--- src/rtl/loader_pkg.sv ---
// Shared definitions for the program loader: FSM encoding, default frame
// marker and the checksum accumulator width.
package loader_pkg;

  typedef enum logic [3:0] {
    S_IDLE,
    S_CLEAR,
    S_COUNT,
    S_HI,
    S_LO,
    S_WRITE,
    S_GAP,
    S_CHECK,
    S_DONE,
    S_ERROR
  } state_t;

  localparam logic [7:0] SYNC_DEFAULT = 8'hA5;
  localparam int         CSUM_W       = 8;

  // States in which the loader is waiting on the host for a byte.
  function automatic logic is_wait_state(input state_t s);
    return (s == S_COUNT) || (s == S_HI) || (s == S_LO) || (s == S_CHECK);
  endfunction

endpackage

--- src/rtl/byte_timeout.sv ---
// Clearable saturating idle counter; flags expiry on the idle cycle that
// completes TIMEOUT_CYCLES consecutive cycles without a byte transfer.
module byte_timeout #(
  parameter int TIMEOUT_CYCLES = 1_000_000
) (
  input  logic clk,
  input  logic reset,
  input  logic clear,
  input  logic enable,
  output logic expired
);

  localparam int                CNT_W = $clog2(TIMEOUT_CYCLES + 1);
  localparam logic [CNT_W-1:0]  LIMIT = CNT_W'(TIMEOUT_CYCLES - 1);

  logic [CNT_W-1:0] cnt;

  always_ff @(posedge clk or posedge reset) begin
    if (reset) begin
      cnt <= '0;
    end else if (clear) begin
      cnt <= '0;
    end else if (enable && (cnt < LIMIT)) begin
      cnt <= cnt + CNT_W'(1);
    end
  end

  // A transfer in the same cycle always wins over expiry.
  assign expired = enable && !clear && (cnt >= LIMIT);

endmodule

--- src/rtl/program_loader.sv ---
// Framed byte-stream loader that installs a program into the CPU instruction
// memory and releases the CPU from reset only after a checksum-clean frame.
module program_loader
  import loader_pkg::*;
#(
  parameter logic [7:0] SYNC_BYTE      = SYNC_DEFAULT,
  parameter int         TIMEOUT_CYCLES = 1_000_000
) (
  input  logic        clk,
  input  logic        reset,
  input  logic        rx_valid,
  input  logic [7:0]  rx_data,
  output logic        rx_ready,
  output logic        clear_code,
  output logic        getcode,
  output logic [15:0] instruction_out,
  output logic        cpu_reset_n,
  output logic        load_done,
  output logic        load_error
);

  state_t            state, state_nx;
  logic              xfer;
  logic              expired;
  logic              waiting;
  logic [7:0]        words;
  logic [7:0]        hi_byte;
  logic [CSUM_W-1:0] sum;

  logic              ready_nx, clear_nx, get_nx;
  logic              cpu_nx, done_nx, error_nx;

  assign xfer    = rx_valid && rx_ready;
  assign waiting = is_wait_state(state);

  byte_timeout #(
    .TIMEOUT_CYCLES(TIMEOUT_CYCLES)
  ) u_timeout (
    .clk    (clk),
    .reset  (reset),
    .clear  (xfer || !waiting),
    .enable (waiting),
    .expired(expired)
  );

  always_ff @(posedge clk or posedge reset) begin
    if (reset) begin
      state <= S_IDLE;
    end else begin
      state <= state_nx;
    end
  end

  // Outputs are registered from the state being entered, so every strobe
  // and flag appears in the first cycle of its state.
  always_comb begin
    state_nx = state;
    case (state)
      S_IDLE:  if (xfer && (rx_data == SYNC_BYTE)) state_nx = S_CLEAR;
      S_CLEAR: state_nx = S_COUNT;
      S_COUNT: begin
        if (xfer)         state_nx = (rx_data == 8'h00) ? S_ERROR : S_HI;
        else if (expired) state_nx = S_ERROR;
      end
      S_HI: begin
        if (xfer)         state_nx = S_LO;
        else if (expired) state_nx = S_ERROR;
      end
      S_LO: begin
        if (xfer)         state_nx = S_WRITE;
        else if (expired) state_nx = S_ERROR;
      end
      S_WRITE: state_nx = S_GAP;
      S_GAP:   state_nx = (words == 8'h00) ? S_CHECK : S_HI;
      S_CHECK: begin
        if (xfer)         state_nx = (rx_data == sum) ? S_DONE : S_ERROR;
        else if (expired) state_nx = S_ERROR;
      end
      S_DONE:  state_nx = S_IDLE;
      S_ERROR: state_nx = S_IDLE;
      default: state_nx = S_IDLE;
    endcase

    ready_nx = (state_nx == S_IDLE) || is_wait_state(state_nx);
    clear_nx = (state_nx == S_CLEAR);
    get_nx   = (state_nx == S_WRITE);
    cpu_nx   = cpu_reset_n;
    done_nx  = load_done;
    error_nx = load_error;
    if (state_nx == S_CLEAR) begin
      cpu_nx   = 1'b0;
      done_nx  = 1'b0;
      error_nx = 1'b0;
    end else if (state_nx == S_DONE) begin
      cpu_nx  = 1'b1;
      done_nx = 1'b1;
    end else if (state_nx == S_ERROR) begin
      error_nx = 1'b1;
    end
  end

  always_ff @(posedge clk or posedge reset) begin
    if (reset) begin
      rx_ready        <= 1'b0;
      clear_code      <= 1'b0;
      getcode         <= 1'b0;
      cpu_reset_n     <= 1'b0;
      load_done       <= 1'b0;
      load_error      <= 1'b0;
      instruction_out <= 16'h0000;
      words           <= 8'h00;
    end else begin
      rx_ready    <= ready_nx;
      clear_code  <= clear_nx;
      getcode     <= get_nx;
      cpu_reset_n <= cpu_nx;
      load_done   <= done_nx;
      load_error  <= error_nx;
      if (state_nx == S_WRITE) begin
        instruction_out <= {hi_byte, rx_data};
      end
      if ((state == S_COUNT) && xfer) begin
        words <= rx_data;
      end else if (state == S_WRITE) begin
        words <= words - 8'h01;
      end
    end
  end

  // Running checksum is seeded with the count and wraps modulo 2^CSUM_W.
  always_ff @(posedge clk) begin
    if ((state == S_COUNT) && xfer) begin
      sum <= rx_data;
    end else if (((state == S_HI) || (state == S_LO)) && xfer) begin
      sum <= sum + rx_data;
    end
    if ((state == S_HI) && xfer) begin
      hi_byte <= rx_data;
    end
  end

endmodule

--- config.mk ---
export PLATFORM = sky130hd
export DESIGN_NAME = program_loader
export DESIGN_NICKNAME = d
export VERILOG_FILES = /design/src/rtl/loader_pkg.sv /design/src/rtl/byte_timeout.sv /design/src/rtl/program_loader.sv
export SDC_FILE = /design/constraint.sdc
export NUM_CORES = 1
export LEC_CHECK = 0
export ABC_AREA = 1
export CAP_MARGIN = 10
export CORE_ASPECT_RATIO = 2
export CORE_MARGIN = 4
export CORE_UTILIZATION = 60
export DETAILED_ROUTE_END_ITERATION = 6
export DONT_BUFFER_PORTS = 1
export GPL_TIMING_DRIVEN = 1
export PLACE_DENSITY = 0.76
export RECOVER_POWER = 50
export SLEW_MARGIN = 20
export SYNTH_ARGS = -nofsm -noshare
export SYNTH_HDL_FRONTEND = slang
export SYNTH_HIERARCHICAL = 1
export SYNTH_SLANG_ARGS = --single-unit
--- constraint.sdc ---
create_clock -name clk -period 4.07 [get_ports clk]
set_clock_uncertainty 0.05 [all_clocks]
set_input_delay 0.2035 -clock clk [delete_from_list [all_inputs] [get_ports clk]]
set_output_delay 0.2035 -clock clk [all_outputs]
set_load 0.02 [all_outputs]
* After elaboration in Yosys (flattened, before gate mapping) *
Index checks and enable logic that the tools add are counted.

cells by class
  $add $sub $neg = 3
  $lt $le $gt $ge = 2
  equal/unequal tests = 18
  mux-type cells = 21
  reductions and logical operators = 29

operator list
  cell                     number
  $mux W20                 2
  $mux W8                  4
  $pmux W4 S8              1
  $eq A4 B3 Y1 const B     7
  $mux W4                  7
  $add A20 B1 Y20 const B  1
  $ge A20 B20 Y1 const B   1
  $lt A20 B20 Y1 const B   1
  $eq A4 B2 Y1 const B     4
  $logic_not A8 Y1         2
  $reduce_bool A2 Y1       5
  $logic_or A1 B1 Y1       9
  $add A8 B8 Y8            1
  $eq A4 B1 Y1 const B     2
  $eq A4 B4 Y1 const B     2
  $eq A8 B8 Y1             1
  $eq A8 B8 Y1 const B     1
  $logic_and A1 B1 Y1      8
  $logic_not A4 Y1         2
  $sub A8 B1 Y8 const B    1
  $mux W1                  6
  $mux W3                  1
  $logic_not A1 Y1         2
  $ne A2 B2 Y1 const B     1
  $reduce_and A2 Y1        1

word-level totals
  bits in registers = 69
  bits of input ports = 11
  output and inout port bits = 22
  logic and storage cells = 84

* Logic depth before layout (Yosys ltp) *
  word-level depth = 17
  mapped depth = 17
  mapped depth without buffers = 17

* By module *
Netlist, hierarchy kept.

by module, submodules not included
  module          instances  cells an instance  area an instance (µm²)  seq. area each (µm²)
  program_loader  1          305                2711.4                  1306.3
  byte_timeout    1          237                1476.4                  500.5

* Worst setup path after synthesis *
No wires, ideal clock.

  kind = reg-to-reg
  from = register state[0]
  to = register rx_ready
  setup time = 0.116 ns
  arrival time = 1.920 ns
  data required time = 3.904 ns
  setup slack = 1.985 ns
  cell stages (with the launch flop) = 18
  buffers on the path = 1
  clock period less this slack = 2.085 ns
  path through = dfrtp_1 -> buf_6 -> nor2_2 -> inv_2 -> nor2_8 -> nor2_4 -> o21ai_2 -> nand2_1 -> inv_1 -> nand2_1 -> a21oi_1 -> inv_1 -> o21ai_0 -> nor2_1 -> nor2_2 -> nand2_1 -> inv_1 -> nor2_2

between the ends
  word-level cells in the longest chain between the ends = 17
  elaborated cells on any way between the ends = 32
  those cells by class = eq/ne (11); mux (7); reduce/logical (14)

RTL lines
  what                                 RTL line               RTL
  from (decl)                          program_loader.sv:22   state_t state, state_nx;
  from (signal assigned)               program_loader.sv:50   state <= state_nx;
  $eq A4 B2 Y1                         loader_pkg.sv:23       return (s == S_COUNT) || (s == S_HI) || (s == S_LO) || (s == S_CHECK);
  $logic_or A1 B1 Y1 (2 in series)     loader_pkg.sv:23
  $logic_or A1 B1 Y1 *                 loader_pkg.sv:23
  net waiting                          program_loader.sv:25   logic waiting;
  $logic_not A1 Y1                     program_loader.sv:41   .clear (xfer || !waiting),
  $logic_or A1 B1 Y1                   program_loader.sv:41
  $logic_not A1 Y1                     byte_timeout.sv:29     assign expired = enable && !clear && (cnt >= LIMIT);
  $logic_and A1 B1 Y1 * (2 in series)  byte_timeout.sv:29
  net expired                          program_loader.sv:24   logic expired;
  $mux W4 *                            -
  $mux W4, on equally long branches    -
  $pmux W4 S8 *                        program_loader.sv:58   case (state)
  $eq A4 B2 Y1                         loader_pkg.sv:23
  $logic_or A1 B1 Y1 (3 in series)     loader_pkg.sv:23
  $logic_or A1 B1 Y1 *                 program_loader.sv:84   ready_nx = (state_nx == S_IDLE) || is_wait_state(state_nx);
  net ready_nx                         program_loader.sv:30   logic ready_nx, clear_nx, get_nx;
  to (signal assigned)                 program_loader.sv:113  rx_ready <= ready_nx;
  to (decl)                            program_loader.sv:13   output logic rx_ready,

The timed path passes the listed nets; every way through them passes the cells marked *.
A chain may end at the register's enable or synchronous reset.

* Worst setup path in the final report *
Same ends and word-level chain as after synthesis.

==> impl_metrics.env <==
export IMPL_dr_wl_met3_um=511
export IMPL_synth_area_mm2=0.00419
export IMPL_combinationalPowerShare_pct=32.3
export IMPL_ys_ff_latch=69
export IMPL_switchingPower_mw=1.07
export IMPL_h_tree_depth=3
export IMPL_wl_met1_um=3360
export IMPL_drcViolationCount=0
export IMPL_initial_utilization_pct=62.3
export IMPL_synthFlopType="dfrtp_1"
export IMPL_die_h_um=126
export IMPL_areaGrowthSynthToFinish_pct=9.38
export IMPL_cp_arrival_ps=2970
export IMPL_cap_viol_max_count=1
export IMPL_clkPwrFrac_pct=28.5
export IMPL_synth_avg_cell_area_um2=7.73
export IMPL_dpl_hpwl_um=7500
export IMPL_num_rows=42
export IMPL_core_area_mm2=0.00673
export IMPL_clock_latency_ps=330
export IMPL_violations="max-capacitance violations, max-slew violations"
export IMPL_cts_tree="done"
export IMPL_post_cts_resized=0
export IMPL_drt_iter0_drc=234
export IMPL_worstHoldStart="rx_data[6]"
export IMPL_viasPerCell=5.58
export IMPL_slowest_delay_ps=530
export IMPL_wl_per_cell_um=15.6
export IMPL_path_cells="nor2_2, inv_2, nor2_8, nor2_4, o21ai_2, nand2_1, inv_1, nand2_1, a21oi_1, inv_1, o21ai_0, nor2_1, nor2_2, nand2_1, inv_1, nor2_2"
export IMPL_power_internal_mw=1.60
export IMPL_slew_viol_final=34
export IMPL_grt_pass1_vias=3664
export IMPL_wl_met2_um=5490
export IMPL_clk_path_buf_depth=2
export IMPL_hold_violations=0
export IMPL_nets=572
export IMPL_r2r_start="state[0]"
export IMPL_whs_ps=9.33
export IMPL_cts_sinks=69
export IMPL_fin_crit_sh_pct=68.6
export IMPL_ys_seq_area_share_pct=43.1
export IMPL_insertedDiodeCount=0
export IMPL_synth_edf_count=16
export IMPL_path_max_fanout=21
export IMPL_pwr_share_seq_pct=39.3
export IMPL_vias=3593
export IMPL_yosysTopAreaCell="dfrtp_1"
export IMPL_hold_path_class="primary input to flop"
export IMPL_tightest_slew_ps=1790
export IMPL_reg2reg_slack_ps=1280
export IMPL_drive_above_1_share_pct=10.8
export IMPL_critPathKind="flop to flop"
export IMPL_rsz0062_at_grt="false"
export IMPL_cp_data_required_time_ps=4250
export IMPL_crit_start="state[0]"
export IMPL_yosysWarningCount=6
export IMPL_cts_clk_slew_worst_paths_ps=60
export IMPL_top_layer_used="met4"
export IMPL_crit_end="rx_ready"
export IMPL_crit_path_end_kind="flop"
export IMPL_die_w_um=67.1
export IMPL_post_cts_buffers=0
export IMPL_clock_tree_root_cell="clkbuf_16"
export IMPL_worstReg2RegEnd="rx_ready"
export IMPL_status="finished with violations"
export IMPL_drtAntennaViolNets=0
export IMPL_max_vdd_ir_drop_uv=569
export IMPL_die_area_mm2=0.00846
export IMPL_grt_pass1_wl_um=16700
export IMPL_grt_max_degree=34
export IMPL_synthTopCellsByArea="dfrtp_1 (32%), nand2_1 (15%), edfxtp_1 (11%), nor2_1 (6.4%), nand3_1 (5.4%)"
export IMPL_syn_inst=542
export IMPL_synth_top_area_share_pct=31.7
export IMPL_drt_pass1_iterations=5
export IMPL_p_leak_nw=2.18
export IMPL_power_share_switching_pct=40.1
export IMPL_ios=33
export IMPL_grt_use_total_pct=26.1
export IMPL_fmax_ghz=0.358
export IMPL_period_needed_ps=2790
export IMPL_ys_types=45
export IMPL_io_buffers=0
export IMPL_async_reset_ff_share_pct=76.8
export IMPL_slew_headroom_pct=-19.3
export IMPL_tns_ps=0
export IMPL_cts_inserted_buffers=9
export IMPL_routed_wl_um=10000
export IMPL_finalSetupViolations=0
export IMPL_start_kind="flop"
export IMPL_p_per_area_mw_per_mm2=582
export IMPL_rr_worst_depth=16
export IMPL_grt_overflow=0
export IMPL_cpMaxStageDelayCell="nand2_1"
export IMPL_syn_num_nets=563
export IMPL_antenna_found_initial=0
export IMPL_gp_congestion=0.955
## critical path, delay by kind of cell, from the launching register on
kind,cells,cell delay [ps]
AO/OA/AOI/OAI,3,450
buffers and inverters,4,410
flip-flops,1,470
AND/OR/NAND/NOR,9,1280
## how the worst min path moves through the flow
stage,cells past startpoint,slack [ps],to
2_1_floorplan,1,120,u_timeout/cnt[0]
5_1_grt,2,10,words[0]
6_report,2,9,words[6]
3_5_place_dp,2,170,clear_code
4_1_cts,2,4,words[6]
3_3_place_gp,2,160,clear_code
## cells in the mapped netlist, drive strengths merged (3+ instances only)
| library cell | number |
|---|---|
| a21oi | 8 |
| buf | 9 |
| clkbuf | 4 |
| dfrtp | 53 |
| edfxtp | 16 |
| ha | 9 |
| inv | 60 |
| nand2 | 181 |
| nand3 | 50 |
| nand4 | 3 |
| nor2 | 81 |
| nor3 | 9 |
| o211ai | 4 |
| o21ai | 26 |
| xor2 | 11 |
## cell type report
class | instances | area [um2]
Fill cell | 615 | 2150
Multi-Input combinational cell | 400 | 2040
Sequential cell | 69 | 1810
Inverter | 60 | 233
Clock buffer | 10 | 229
Tap cell | 88 | 110
Timing Repair Buffer | 11 | 101
Clock inverter | 6 | 63.8
## cells in the final DEF, fill, tap and decap left out, types with 2 or more instances in the layout
master	n
nand2_1	171
nor2_1	71
dfrtp_1	53
inv_1	51
nand3_1	45
edfxtp_1	16
o21ai_0	14
xor2_1	11
o21ai_2	10
nor3_1	9
ha_1	9
clkbuf_16	9
dlygate4sd3_1	9
a21oi_1	8
inv_2	7
nand2_2	7
nor2_2	6
nand3_2	4
o211ai_1	4
nand2_4	3
nand4_1	3
nor2_8	2
nor2_4	2
o221ai_1	2
nand3b_1	2
o21ai_1	2
clkbuf_1	2
clkinv_4	2
nor3b_1	2
and2_1	2
## registers in the layout, summed over array words and instances, names as in the netlist
name / flops
sum: 8
load_error: 1
instruction_out: 16
rx_ready: 1
clear_code: 1
u_timeout/cnt: 20
hi_byte: 8
words: 8
state: 4
getcode: 1
load_done: 1
## timing repair
action	in CTS	in global routing
hold endpoints to repair	67	0
setup endpoints to repair	0	0
hold buffers	9	0
## power groups by stage
stage	clock, mW	sequential, mW	combinational (mW)
after global placement	0	1.05	0.810
after global routing	0.813	1.07	0.965
after detailed placement	0	1.06	0.842
after floorplan	0	1.01	0.732
final	0.759	1.05	0.859
after CTS	0.778	1.05	0.858
## logic make-up (layout without fill, tap and decap cells)
logic type / count (synthesis) / in the layout / synth area share (%)
AND/OR/NAND/NOR: 331 / 331 / 35.4
flip-flops: 69 / 69 / 43.1
XOR/XNOR: 11 / 11 / 2.30
adder cells (fa/ha/maj): 10 / 10 / 3.17
AO/OA/AOI/OAI: 48 / 48 / 7.80
buffers and inverters: 73 / 87 / 8.22
## per-stage QoR
step | power [mW] | worst slack [ps] | instance area (um2) | cells | utilization [%]
floorplan | 1.74 | 1980 | 4190 | 542 | -
global placement | 1.86 | 1410 | 4200 | 619 | 62.5
detailed placement | 1.90 | 1310 | 4200 | 619 | 62.5
CTS | 2.68 | 1290 | 4580 | 644 | 68.2
global route | 2.84 | 969 | 4580 | 644 | 68.1
finish | 2.66 | 1280 | 4580 | 644 | 68.1
## routing by layer
| layer | up-vias | GRT usage (%) |
|---|---|---|
| met1 | 1676 | 25.4 |
| met5 | - | 0 |
| li1 | 1755 | - |
| met2 | 112 | 46.1 |
| met4 | 0 | 16.7 |
| met3 | 50 | 7.04 |
Note: power is estimated with default switching activity, not from simulation.
